$ cat config.mk
export PLATFORM = sky130hd
export DESIGN_NAME = mem_access_ctrl
export DESIGN_NICKNAME = d
export VERILOG_FILES = /design/src/rtl/mem_access_ctrl.sv
export SDC_FILE = /design/constraint.sdc
export NUM_CORES = 1
export LEC_CHECK = 0
export ABC_AREA = 1
export CORE_MARGIN = 3
export CORE_UTILIZATION = 30
export DETAILED_ROUTE_END_ITERATION = 6
export PLACE_DENSITY = 0.64
export SYNTH_ARGS = -nofsm -noshare
export SYNTH_HDL_FRONTEND = slang
export SYNTH_SLANG_ARGS = --single-unit
export TNS_END_PERCENT = 20
$ cat constraint.sdc
create_clock -name clk -period 7.85 [get_ports clk]
set_input_delay 1.1775 -clock clk [delete_from_list [all_inputs] [get_ports clk]]
set_output_delay 1.1775 -clock clk [all_outputs]
set_load 0.02 [all_outputs]
$ cat src/rtl/mem_access_ctrl.sv
// Purpose : CPU-side MOV/MOC initiator for the 512x8 data RAM; one load/store per start, doubleword as two 32-bit transfers tracked via DMOC.
// Latency : zero-delay MOC, SYNC_STAGES=2 -> single access 7 clks start->done, ld.d/sd.d 12 clks (the cycle start is presented counts as 1).
// Backpressure: start is sampled only in IDLE; start while busy or during the done cycle is dropped. Optional macro: ALIGN_CHECK_EN.
module mem_access_ctrl #(
  parameter int TIMEOUT_CYCLES = 64,
  parameter int MOV_LOW_CYCLES = 1,
  parameter int SYNC_STAGES    = 2
) (
  input  logic        clk,
  input  logic        reset,
  input  logic        start,
  input  logic [5:0]  op,
  input  logic [8:0]  addr,
  input  logic [31:0] wdata_hi,
  input  logic [31:0] wdata_lo,
  output logic        busy,
  output logic        done,
  output logic        err,
  output logic [31:0] rdata_hi,
  output logic [31:0] rdata_lo,
  output logic        mem_mov,
  output logic        mem_rw,
  output logic [8:0]  mem_addr,
  output logic [5:0]  mem_op,
  output logic [31:0] mem_wdata,
  input  logic [31:0] mem_rdata,
  input  logic        mem_moc,
  input  logic        mem_dmoc
);

  localparam logic [2:0] S_IDLE     = 3'd0;
  localparam logic [2:0] S_SETUP    = 3'd1;
  localparam logic [2:0] S_PULSE    = 3'd2;
  localparam logic [2:0] S_WAIT_CLR = 3'd3;
  localparam logic [2:0] S_WAIT_SET = 3'd4;
  localparam logic [2:0] S_GAP      = 3'd5;
  localparam logic [2:0] S_DONE     = 3'd6;

  localparam int CW = 16;

  logic [2:0]             state;
  logic [SYNC_STAGES-1:0] moc_sync;
  logic [SYNC_STAGES-1:0] dmoc_sync;
  logic                   moc_s;
  logic                   dmoc_s;
  logic [CW-1:0]          cnt;
  logic                   is_dw;
  logic                   is_read;
  logic                   second;
  logic                   abort;
  logic [31:0]            wdata_lo_q;
  logic                   dec_valid;
  logic                   dec_read;
  logic [1:0]             dec_size;
  logic                   misaligned;
  logic                   tmo_last;
  logic                   gap_last;

  assign moc_s    = moc_sync[SYNC_STAGES-1];
  assign dmoc_s   = dmoc_sync[SYNC_STAGES-1];
  assign tmo_last = (cnt == CW'(TIMEOUT_CYCLES - 1));
  assign gap_last = (cnt == CW'(MOV_LOW_CYCLES - 1));
  assign busy     = (state != S_IDLE) && (state != S_DONE);
  assign done     = (state == S_DONE);

  // Opcode decode: size 3=doubleword, 2=word, 1=half, 0=byte.
  always_comb begin
    dec_valid = 1'b0;
    dec_read  = 1'b0;
    dec_size  = 2'd0;
    case (op)
      6'b110101: begin dec_valid = 1'b1; dec_read = 1'b1; dec_size = 2'd3; end
      6'b100011: begin dec_valid = 1'b1; dec_read = 1'b1; dec_size = 2'd2; end
      6'b100101: begin dec_valid = 1'b1; dec_read = 1'b1; dec_size = 2'd1; end
      6'b100001: begin dec_valid = 1'b1; dec_read = 1'b1; dec_size = 2'd1; end
      6'b100100: begin dec_valid = 1'b1; dec_read = 1'b1; dec_size = 2'd0; end
      6'b100000: begin dec_valid = 1'b1; dec_read = 1'b1; dec_size = 2'd0; end
      6'b111111: begin dec_valid = 1'b1; dec_size = 2'd3; end
      6'b101011: begin dec_valid = 1'b1; dec_size = 2'd2; end
      6'b101001: begin dec_valid = 1'b1; dec_size = 2'd1; end
      6'b101000: begin dec_valid = 1'b1; dec_size = 2'd0; end
      default:   begin dec_valid = 1'b0; end
    endcase
  end

`ifdef ALIGN_CHECK_EN
  // Natural alignment for the access size, checked at start accept.
  always_comb begin
    misaligned = 1'b0;
    case (dec_size)
      2'd3:    misaligned = (addr[2:0] != 3'd0);
      2'd2:    misaligned = (addr[1:0] != 2'd0);
      2'd1:    misaligned = addr[0];
      default: misaligned = 1'b0;
    endcase
  end
`else
  assign misaligned = 1'b0;
`endif

  // MOC and DMOC come from the RAM's own timing domain; resynchronise both identically.
  always_ff @(posedge clk or posedge reset) begin
    if (reset) begin
      moc_sync  <= '0;
      dmoc_sync <= '0;
    end else begin
      moc_sync  <= {moc_sync[SYNC_STAGES-2:0], mem_moc};
      dmoc_sync <= {dmoc_sync[SYNC_STAGES-2:0], mem_dmoc};
    end
  end

  // Request sequencer: bus setup, MOV pulse, MOC handshake, low gap, doubleword second half.
  always_ff @(posedge clk or posedge reset) begin
    if (reset) begin
      state      <= S_IDLE;
      cnt        <= '0;
      is_dw      <= 1'b0;
      is_read    <= 1'b0;
      second     <= 1'b0;
      abort      <= 1'b0;
      wdata_lo_q <= '0;
      err        <= 1'b0;
      rdata_hi   <= '0;
      rdata_lo   <= '0;
      mem_mov    <= 1'b0;
      mem_rw     <= 1'b0;
      mem_addr   <= '0;
      mem_op     <= '0;
      mem_wdata  <= '0;
    end else begin
      case (state)
        S_IDLE: begin
          if (start) begin
            err        <= 1'b0;
            rdata_hi   <= '0;
            rdata_lo   <= '0;
            mem_op     <= op;
            mem_addr   <= addr;
            mem_rw     <= dec_read;
            mem_wdata  <= dec_read ? 32'd0 : wdata_hi;
            wdata_lo_q <= wdata_lo;
            is_dw      <= dec_valid && (dec_size == 2'd3);
            is_read    <= dec_read;
            second     <= 1'b0;
            abort      <= 1'b0;
            if (!dec_valid || misaligned) begin
              err   <= 1'b1;
              state <= S_DONE;
            end else begin
              state <= S_SETUP;
            end
          end
        end
        S_SETUP: begin
          // A doubleword must start with the RAM's half tracker cleared.
          if (is_dw && !second && dmoc_s) begin
            err   <= 1'b1;
            state <= S_DONE;
          end else begin
            mem_mov <= 1'b1;
            cnt     <= '0;
            state   <= S_PULSE;
          end
        end
        S_PULSE: begin
          cnt   <= '0;
          state <= S_WAIT_CLR;
        end
        S_WAIT_CLR: begin
          // Let the previous access's MOC fall before trusting a high level.
          if (!moc_s) begin
            cnt   <= cnt + 1'b1;
            state <= S_WAIT_SET;
          end else if (tmo_last) begin
            mem_mov <= 1'b0;
            err     <= 1'b1;
            abort   <= 1'b1;
            cnt     <= '0;
            state   <= S_GAP;
          end else begin
            cnt <= cnt + 1'b1;
          end
        end
        S_WAIT_SET: begin
          if (moc_s) begin
            if (is_read) begin
              if (is_dw && !second) rdata_hi <= mem_rdata;
              else                  rdata_lo <= mem_rdata;
            end
            if (is_dw && (dmoc_s == second)) begin
              err   <= 1'b1;
              abort <= 1'b1;
            end
            mem_mov <= 1'b0;
            cnt     <= '0;
            state   <= S_GAP;
          end else if (tmo_last) begin
            mem_mov <= 1'b0;
            err     <= 1'b1;
            abort   <= 1'b1;
            cnt     <= '0;
            state   <= S_GAP;
          end else begin
            cnt <= cnt + 1'b1;
          end
        end
        S_GAP: begin
          if (gap_last) begin
            cnt <= '0;
            if (is_dw && !second && !abort) begin
              second    <= 1'b1;
              mem_wdata <= is_read ? 32'd0 : wdata_lo_q;
              state     <= S_SETUP;
            end else begin
              state <= S_DONE;
            end
          end else begin
            cnt <= cnt + 1'b1;
          end
        end
        S_DONE: begin
          state <= S_IDLE;
        end
        default: begin
          state <= S_IDLE;
        end
      endcase
    end
  end

endmodule

==> results of run 1 <==
-- layout by cell type (no fill, tap or decap) --
master / instances
nand2_4: 1
o21bai_1: 2
clkbuf_16: 17
inv_1: 141
bufinv_16: 3
nand3b_4: 1
nand3_2: 1
clkinv_4: 1
o2111ai_1: 2
nand4_1: 18
nand2_2: 1
clkinvlp_4: 3
ha_1: 2
nor3b_4: 1
o21a_2: 1
nor2_2: 4
clkbuf_1: 1
a21oi_1: 3
inv_8: 2
nor2_4: 3
inv_2: 4
clkdlybuf4s50_1: 231
nand3b_1: 3
dfrtp_1: 172
o21ai_1: 34
and3_1: 1
o21ai_0: 51
inv_4: 1
buf_4: 6
nand2_1: 448
nand3_1: 40
nor2_1: 73
inv_6: 5
nor3_1: 4
xor2_1: 2
o21ai_2: 31
-- power groups by stage --
stage | clock network, mW | registers (mW) | logic [mW]
after floorplan | 0 | 1.67 | 0.973
after global placement | 0 | 1.43 | 1.97
after detailed placement | 0 | 1.42 | 1.99
after CTS | 0.932 | 1.42 | 2.00
after global routing | 0.960 | 1.46 | 2.17
final | 0.899 | 1.41 | 1.96
-- sequential cells by signal (all words and copies together) (netlist names) --
signal	flops
is_read	1
cnt	16
err	1
wdata_lo_q	32
dmoc_sync	2
second	1
abort	1
rdata_lo	32
rdata_hi	32
is_dw	1
state	3
mem_mov	1
mem_addr	9
moc_sync	2
mem_op	6
mem_wdata	32
-- synth_stat cells (all sizes together) --
master,instances
nand2,450
dfrtp,172
inv,147
o21ai,116
nor2,80
nand3,41
buf,24
clkbuf,20
nand4,18
nand3b,4
nor3,4
a21oi,3
ha,2
o2111ai,2
o21bai,2
xor2,2
and3,1
nor3b,1
o21a,1
-- kinds of logic (layout without fill, tap and decap cells) --
kind of cell             Yosys count  after routing  synth area share
adder cells (fa/ha/maj)            2              2           0.00300
XOR/XNOR                           2              2           0.00210
flip-flops                       172            172             0.516
buffers and inverters            191            415            0.0964
AO/OA/AOI/OAI                    124            124            0.0901
AND/OR/NAND/NOR                  599            599             0.292
-- worst max path at each step --
stage                     startpoint                        to  slack, ns  cells past startpoint
final                          start  rdata_lo[29]$_DFFE_PP0P_       4.57                      7
after floorplan                reset         abort$_DFFE_PP0P_       2.01                      1
after CTS                      start  rdata_lo[29]$_DFFE_PP0P_       4.55                      7
after global placement         start   rdata_lo[5]$_DFFE_PP0P_       4.16                      7
after global routing           start   rdata_lo[3]$_DFFE_PP0P_       4.35                      7
after detailed placement       start   rdata_lo[5]$_DFFE_PP0P_       4.09                      7
-- per-layer routing --
layer	part of all wire	routed length, um	up-vias
met4	0.0087	201	0
met5	0	0	-
li1	-	-	3758
met3	0.081	1870	15
met1	0.46	10700	3474
met2	0.45	10400	254
-- layout make-up --
type                    instances  area, um^2
well taps                     372         465
clock buffers                  18         429
multi-input cells             727        3240
inverters                     147         559
flip-flops and latches        172        4300
repair buffers                237        2360
clock inverters                13         179
fillers                      2758       15600
-- critical path: stages --
cell	delay [ns]
clkdlybuf4s50_1	0.54
nand2_4	0.34
inv_4	0.54
o21a_2	0.19
buf_4	0.51
nand2_1	0.11
o21ai_1	0.10
-- through the flow --
step / power (mW) / instance area (um^2) / std cells / util / worst slack, ns
after detailed placement: 3.42 / 10900 / 1655 / 0.402 / 4.09
final: 4.27 / 11500 / 1686 / 0.424 / 4.57
after global placement: 3.39 / 10900 / 1655 / 0.402 / 4.16
after global routing: 4.59 / 11500 / 1686 / 0.424 / 4.35
after CTS: 4.35 / 11500 / 1686 / 0.424 / 4.55
after floorplan: 2.65 / 8340 / 1090 / - / 2.01
==> flow_metrics.py, run 1 <==
metrics = {
    "synthesis": {
        "netlist-cell-type-count": 32,
        "synth.area.top_cells": "dfrtp_1, nand2_1, inv_1",
        "ys_seq_area_frac": 0.516,
        "syn_avg_cell_area_um2": 7.65,
        "yosysWarnings": 0,
        "synth_area_mm2": 0.00834,
        "synthesis.nets": 1208,
        "ys_ff_latch": 172,
        "synth_top_area_frac": 0.516,
        "synth_top_area_cell": "dfrtp_1",
        "synth_cells": 1090,
    },
    "cells_and_area": {
        "diodes": 0,
        "syn_to_final_growth_pct": 38.2,
        "drive_gt1_frac": 0.0654,
        "nets": 1420,
    },
    "power_and_ir_drop": {
        "vdd_drop_max_uv": 174,
        "p_switching_mw": 1.78,
        "p_sw_frac": 0.417,
        "p_per_area_mw_per_mm2": 371,
        "seqPwrFrac": 0.331,
        "p_leak_nw": 5.53,
        "combPwrFrac": 0.459,
        "power.internal_mw": 2.49,
        "clkPwrFrac": 0.210,
    },
    "routing": {
        "drc": 0,
        "wirelength_um": 23200,
        "vias_per_cell": 4.45,
        "drt_first_pass_iters": 5,
        "vias": 7501,
        "drt_iter0_markers": 509,
        "ant_nets": 0,
        "wl_per_cell_um": 13.7,
    },
    "place": {
        "hpwl_um": 15700,
        "place.gp.congestion": 0.817,
        "io_buffer_count": 231,
    },
    "clock_network": {
        "clk_latency_ns": 0.43,
        "htreeDepth": 4,
        "hold_buffers": 0,
        "cts_num_sinks": 172,
        "clk_path_buf_depth": 2,
        "cts_setup_buffers": 0,
        "cts_resized": 0,
        "cts-root-buf": "clkbuf_16",
        "numCtsBuffers": 17,
        "cts_tree": "yes",
        "path_clk_slew_ns": 0.07,
    },
    "sta": {
        "tightest_slew_ns": 1.01,
        "fmax_mhz": 305,
        "hold_slack_ns": 0.349,
        "drv_slew": 0,
        "period_share": 0.418,
        "finClkSkew_ns": 0.0154,
        "setup_violations": 0,
        "fin_setup_tns_ns": 0,
        "finalCriticalPeriod_ns": 3.28,
        "rsz0062_at_grt": "false",
        "maxSlewHeadroom": 0.330,
        "final_hold_viol_count": 0,
    },
    "grt": {
        "gr-usage-met2": 0.258,
        "grt_antenna_before_repair": 0,
        "busiest_layer": "met2",
        "grt_pass1_vias": 7559,
        "grt_max_degree": 105,
        "gr-usage-met3": 0.0525,
        "grt_use_met1": 0.207,
        "grt_pass1_wl_um": 39200,
        "grt_usage": 0.158,
        "grt-ovfl-total": 0,
    },
    "run_status": {
        "outcome": "finished clean",
    },
    "floorplanning": {
        "core_area_mm2": 0.0272,
        "rows": 60,
        "die_y_um": 173,
        "die_w_um": 173,
        "ios": 232,
        "die-area_mm2": 0.0298,
        "start_util": 0.307,
    },
    "flow_run": {
        "cap_violations": 0,
    },
    "min_path": {
        "hold_path_depth": 0,
        "hp-start": "moc_sync[0]$_DFF_PP0_",
        "hold_class": "reg -> reg",
        "whs_endpoint": "moc_sync[1]$_DFF_PP0_",
    },
    "worst_setup_path": {
        "r2r_slack_ns": 4.92,
        "cp_max_fo": 64,
        "critPathCaptureType": "flip-flop",
        "cp-start-kind": "input port",
        "critPathArrivalTime_ns": 3.62,
        "reg2reg_from": "state[0]$_DFFE_PP0P_",
        "cp_data_required_time_ns": 8.19,
        "path_class": "in -> reg",
        "r2r_end": "mem_wdata[19]$_DFFE_PP0P_",
        "rr_worst_depth": 6,
    },
}
Power figures use the tool's default switching activity.
==> run 2, diff against run 1 <==
Settings changed: PLACE_DENSITY 0.64 to 0.66.
Clock period 7.85 ns to 2.9 ns, I/O delays scaled along.
==> flow_metrics.py, run 2 (same netlist as run 1, synthesis figures left out) <==
metrics = {
    "run_status": {
        "outcome": "finished clean",
    },
    "cells_and_area": {
        "drive_gt1_frac": 0.0689,
        "layout_common_cells": "nand2_1, clkdlybuf4s50_1, dfrtp_1",
        "syn_to_final_growth_pct": 39.0,
        "design_area_mm2": 0.0116,
        "diodes": 0,
        "nFillCells": 2734,
        "post-route-util": 0.427,
        "final_common_cell": "nand2_1",
        "nets": 1425,
    },
    "clock_network": {
        "cts_tree": "yes",
        "htreeDepth": 4,
        "hold_buffers": 0,
        "path_clk_slew_ns": 0.08,
        "clk_latency_ns": 0.43,
        "cts-root-buf": "clkbuf_16",
        "cts_resized": 0,
        "numCtsBuffers": 17,
        "cts_setup_buffers": 0,
        "clk_path_buf_depth": 2,
        "cts_num_sinks": 172,
    },
    "worst_setup_path": {
        "r2r_slack_ns": 0.78,
        "critPathArrivalTime_ns": 1.92,
        "critPathMaxStageDelay_ns": 0.63,
        "cpMaxStageDelayCell": "clkdlybuf4s50_1",
        "crit_chain": "nor2_4 > nand2_1 > inv_2 > nor2_1 > clkdlybuf4s50_1",
        "critPathCaptureType": "output port",
        "cp-start-kind": "flip-flop",
        "cp_data_required_time_ns": 2.47,
        "path_class": "reg -> out",
        "cp_max_fo": 7,
    },
    "floorplanning": {
        "die-area_mm2": 0.0298,
        "rows": 60,
        "start_util": 0.307,
        "core_area_mm2": 0.0272,
        "ios": 232,
        "die_y_um": 173,
        "die_w_um": 173,
    },
    "sta": {
        "setup_violations": 0,
        "period_share": 0.811,
        "final_hold_viol_count": 0,
        "drv_slew": 0,
        "fmax_mhz": 425,
        "rsz0062_at_grt": "false",
        "fin_setup_tns_ns": 0,
        "finalCriticalPeriod_ns": 2.35,
        "tightest_slew_ns": 0.762,
        "setup_ws_ns": 0.549,
        "maxSlewHeadroom": 0.490,
        "hold_slack_ns": 0.347,
        "finClkSkew_ns": 0.0169,
    },
    "routing": {
        "wirelength_um": 23600,
        "ant_nets": 0,
        "wl_per_cell_um": 13.9,
        "drt_first_pass_iters": 6,
        "vias_per_cell": 4.51,
        "drc": 0,
        "drt_iter0_markers": 477,
        "vias": 7638,
    },
    "grt": {
        "grt_pass1_vias": 7663,
        "grt_max_degree": 102,
        "grt_usage": 0.159,
        "grt_antenna_before_repair": 0,
        "grt_pass1_wl_um": 39300,
        "grt-ovfl-total": 0,
    },
    "power_and_ir_drop": {
        "vdd_drop_max_uv": 454,
        "p_sw_frac": 0.420,
        "p_leak_nw": 5.56,
        "p_per_area_mw_per_mm2": 1000,
        "power.internal_mw": 6.74,
        "seqPwrFrac": 0.331,
        "clkPwrFrac": 0.203,
        "combPwrFrac": 0.466,
        "p_switching_mw": 4.88,
    },
    "place": {
        "pre_cts_slack_ns": 0.760,
        "hpwl_um": 16000,
        "placed_cell_area_mm2": 0.0110,
        "io_buffer_count": 231,
        "place.gp.congestion": 0.854,
    },
    "flow_run": {
        "cap_violations": 0,
    },
    "min_path": {
        "hold_class": "reg -> reg",
    },
}
==> run 2: cell types whose count changed in the layout (fill, tap and decap cells not counted) <==
cell	delta
clkinv_4	+1
clkbuf_1	+1
buf_12	+4
clkinv_2	+1
bufinv_16	-1
inv_6	-1
buf_4	+1
==> run 2: per-layer routing <==
layer  vias to the layer above  wire (um)  global-route usage
met5                         -          0                   0
met3                        17       1840              0.0523
li1                       3772          -                   -
met4                         0        176              0.0372
met2                       244      10700               0.255
met1                      3605      10900               0.209
==> run 2: critical path, delay by kind of cell (launching register included) <==
family                 cells  cell delay, ns
buffers and inverters      2            0.72
AND/OR/NAND/NOR            3            0.26
flip-flops                 1            0.51
==> run 2: path summary, 6_finish.rpt <==
path / cells after the start / to / start
max reg2reg: 7 / rdata_lo[29]$_DFFE_PP0P_ / state[0]$_DFFE_PP0P_
max in group asynchronous: 3 / cnt[8]$_DFFE_PP0P_ / reset
min in group asynchronous: 3 / mem_wdata[6]$_DFFE_PP0P_ / reset
min: 0 / dmoc_sync[1]$_DFF_PP0_ / dmoc_sync[0]$_DFF_PP0_
max: 5 / busy / state[0]$_DFFE_PP0P_
min reg2reg: 0 / dmoc_sync[1]$_DFF_PP0_ / dmoc_sync[0]$_DFF_PP0_
==> run 2: metrics by stage <==
step / total power [mW] / cells
2_1_floorplan: 7.16 / 1090
3_3_place_gp: 9.27 / 1660
3_5_place_dp: 9.35 / 1660
4_1_cts: 11.8 / 1692
5_1_grt: 12.4 / 1692
6_report: 11.6 / 1692
==> run 2: power by group through the flow <==
stage / sequential, mW / combinational, mW / clock (mW)
4_1_cts: 3.85 / 5.49 / 2.43
6_report: 3.85 / 5.41 / 2.35
5_1_grt: 3.96 / 5.95 / 2.53
3_3_place_gp: 3.88 / 5.39 / 0
2_1_floorplan: 4.53 / 2.64 / 0
3_5_place_dp: 3.87 / 5.49 / 0
==> run 2: final cells by class <==
class | count | area [um^2] | share of cell area
flip-flops and latches | 172 | 4300 | 0.371
multi-input cells | 727 | 3240 | 0.279
repair buffers | 242 | 2440 | 0.211
inverters | 147 | 558 | 0.0481
well taps | 372 | 465 | 0.0401
clock buffers | 19 | 433 | 0.0373
clock inverters | 13 | 155 | 0.0134
==> run 3, diff against run 2 <==
Settings changed: PLACE_DENSITY 0.66 to 0.64.
Clock period 2.9 ns to 2.2 ns, I/O delays scaled along.
==> flow_metrics.py, run 3 (same netlist as run 1, synthesis figures left out) <==
metrics = {
    "worst_setup_path": {
        "cp_max_fo": 7,
        "crit_buf_inv": 2,
        "cp_data_required_time_ns": 1.87,
        "crit_chain": "nor2_4 > nand2_1 > inv_2 > nor2_1 > dlygate4sd2_1",
        "cpMaxStageDelayCell": "dfrtp_2",
        "critPathCaptureType": "output port",
        "path_class": "reg -> out",
        "critPathTopFamily": "buffers and inverters",
        "cp-start-kind": "flip-flop",
        "critPathMaxStageDelay_ns": 0.47,
        "critPathArrivalTime_ns": 1.66,
    },
    "floorplanning": {
        "start_util": 0.307,
        "die_w_um": 173,
        "die-area_mm2": 0.0298,
        "core_area_mm2": 0.0272,
        "die_y_um": 173,
        "ios": 232,
        "rows": 60,
    },
    "grt": {
        "grt-ovfl-total": 0,
        "grt_pass1_vias": 7641,
        "grt_max_degree": 65,
        "grt_usage": 0.160,
        "grt_pass1_wl_um": 39300,
        "grt_antenna_before_repair": 0,
    },
    "cells_and_area": {
        "layout_common_cells": "nand2_1, clkdlybuf4s50_1, dfrtp_1",
        "final_cells": 1701,
        "final_common_cell": "nand2_1",
        "post-route-util": 0.432,
        "syn_to_final_growth_pct": 40.7,
        "diodes": 0,
        "design_area_mm2": 0.0117,
        "drive_gt1_frac": 0.0760,
        "nets": 1434,
    },
    "routing": {
        "vias_per_cell": 4.48,
        "wirelength_um": 24000,
        "wl_per_cell_um": 14.1,
        "wl_met2_um": 10900,
        "dr.max_layer_used": "met4",
        "drt_iter0_markers": 535,
        "vias": 7623,
        "drt_first_pass_iters": 7,
        "route.met3.wl_um": 1850,
        "ant_nets": 0,
        "drc": 0,
        "wl_met1_um": 11000,
    },
    "sta": {
        "period_share": 0.907,
        "fin_setup_tns_ns": 0,
        "final_hold_viol_count": 0,
        "rsz0062_at_grt": "false",
        "finClkSkew_ns": 0.0181,
        "fmax_mhz": 501,
        "maxSlewHeadroom": 0.585,
        "setup_violations": 0,
        "finalCriticalPeriod_ns": 1.99,
        "setup_ws_ns": 0.205,
        "drv_slew": 0,
        "tightest_slew_ns": 0.623,
    },
    "place": {
        "io_buffer_count": 231,
        "pre_cts_slack_ns": 0.183,
        "place.gp.congestion": 0.831,
        "placed_cell_area_mm2": 0.0112,
        "dp.cells": 1669,
        "hpwl_um": 16600,
    },
    "power_and_ir_drop": {
        "vdd_drop_max_uv": 627,
        "p_switching_mw": 6.48,
        "p_sw_frac": 0.422,
        "p_per_area_mw_per_mm2": 1310,
        "seqPwrFrac": 0.331,
        "p_leak_nw": 5.64,
        "combPwrFrac": 0.471,
        "clkPwrFrac": 0.198,
        "power.internal_mw": 8.87,
    },
    "clock_network": {
        "cts_tree": "yes",
        "path_clk_slew_ns": 0.08,
        "htreeDepth": 4,
        "cts-root-buf": "clkbuf_16",
        "clk_path_buf_depth": 2,
        "cts_num_sinks": 172,
        "clk_latency_ns": 0.43,
        "cts_setup_buffers": 0,
        "numCtsBuffers": 17,
        "hold_buffers": 0,
    },
    "flow_run": {
        "cap_violations": 0,
    },
    "run_status": {
        "outcome": "finished clean",
    },
    "min_path": {
        "hold_class": "in -> async",
    },
}
[run 3: cell types whose count changed in the layout (fill, tap and decap cells not counted), sizes merged]
cell	previous run	this run
buf	11	20
clkdlybuf4s50	231	229
bufinv	2	1
clkinv	3	2
clkinvlp	3	4
dlygate4sd2	0	1
dlymetal6s2s	0	1
inv	152	153
[run 3: final timing paths]
kind,start,end,slack (ns),cells after the start
max,state[0]$_DFFE_PP0P_,busy,0.21,5
min,reset,wdata_lo_q[10]$_DFFE_PP0P_,0.24,2
max reg2reg,cnt[1]$_DFFE_PP0P_,cnt[2]$_DFFE_PP0P_,0.29,8
min reg2reg,moc_sync[0]$_DFF_PP0_,moc_sync[1]$_DFF_PP0_,0.35,0
max in group asynchronous,reset,abort$_DFFE_PP0P_,1.29,3
min in group clk,mem_moc,moc_sync[0]$_DFF_PP0_,0.34,1
[run 3: what timing repair did]
action                                  in CTS  in global routing
resized for setup                            2                  1
endpoints found under the setup margin       1                  1
cloned                                       0                  0
pin swaps                                    0                  0
[run 3: cell type report]
cell class	count	area (um^2)
repair buffers	251	2590
clock buffers	19	433
flip-flops and latches	172	4310
fillers	2779	15400
multi-input cells	727	3240
well taps	372	465
inverters	147	558
clock inverters	13	149
[run 3: power groups by stage]
stage	Combinational (mW)	Clock [mW]	Sequential, mW
final	7.22	3.04	5.08
after CTS	7.32	3.14	5.09
after detailed placement	7.32	0	5.11
after global routing	7.95	3.30	5.23
after global placement	7.21	0	5.11
after floorplan	3.47	0	5.97
[run 3: per-stage QoR]
stage | hold WS [ns] | total power [mW]
after detailed placement | 0.339 | 12.4
final | 0.244 | 15.4
after global placement | 0.337 | 12.3
after CTS | 0.240 | 15.6
after floorplan | 0.331 | 9.44
after global routing | 0.251 | 16.5
[run 3: worst register-to-register path: cells and delay by family (launching register included)]
kind                       cells  cell delay [ns]
adders and majority gates      1             0.17
and+or+nand+nor                7             1.24
DFF                            1             0.37
[run 3: layer usage]
layer / GRT usage / vias up
met5: 0 / -
met4: 0.0372 / 0
met3: 0.0520 / 21
met2: 0.263 / 249
met1: 0.206 / 3546
li1: - / 3807
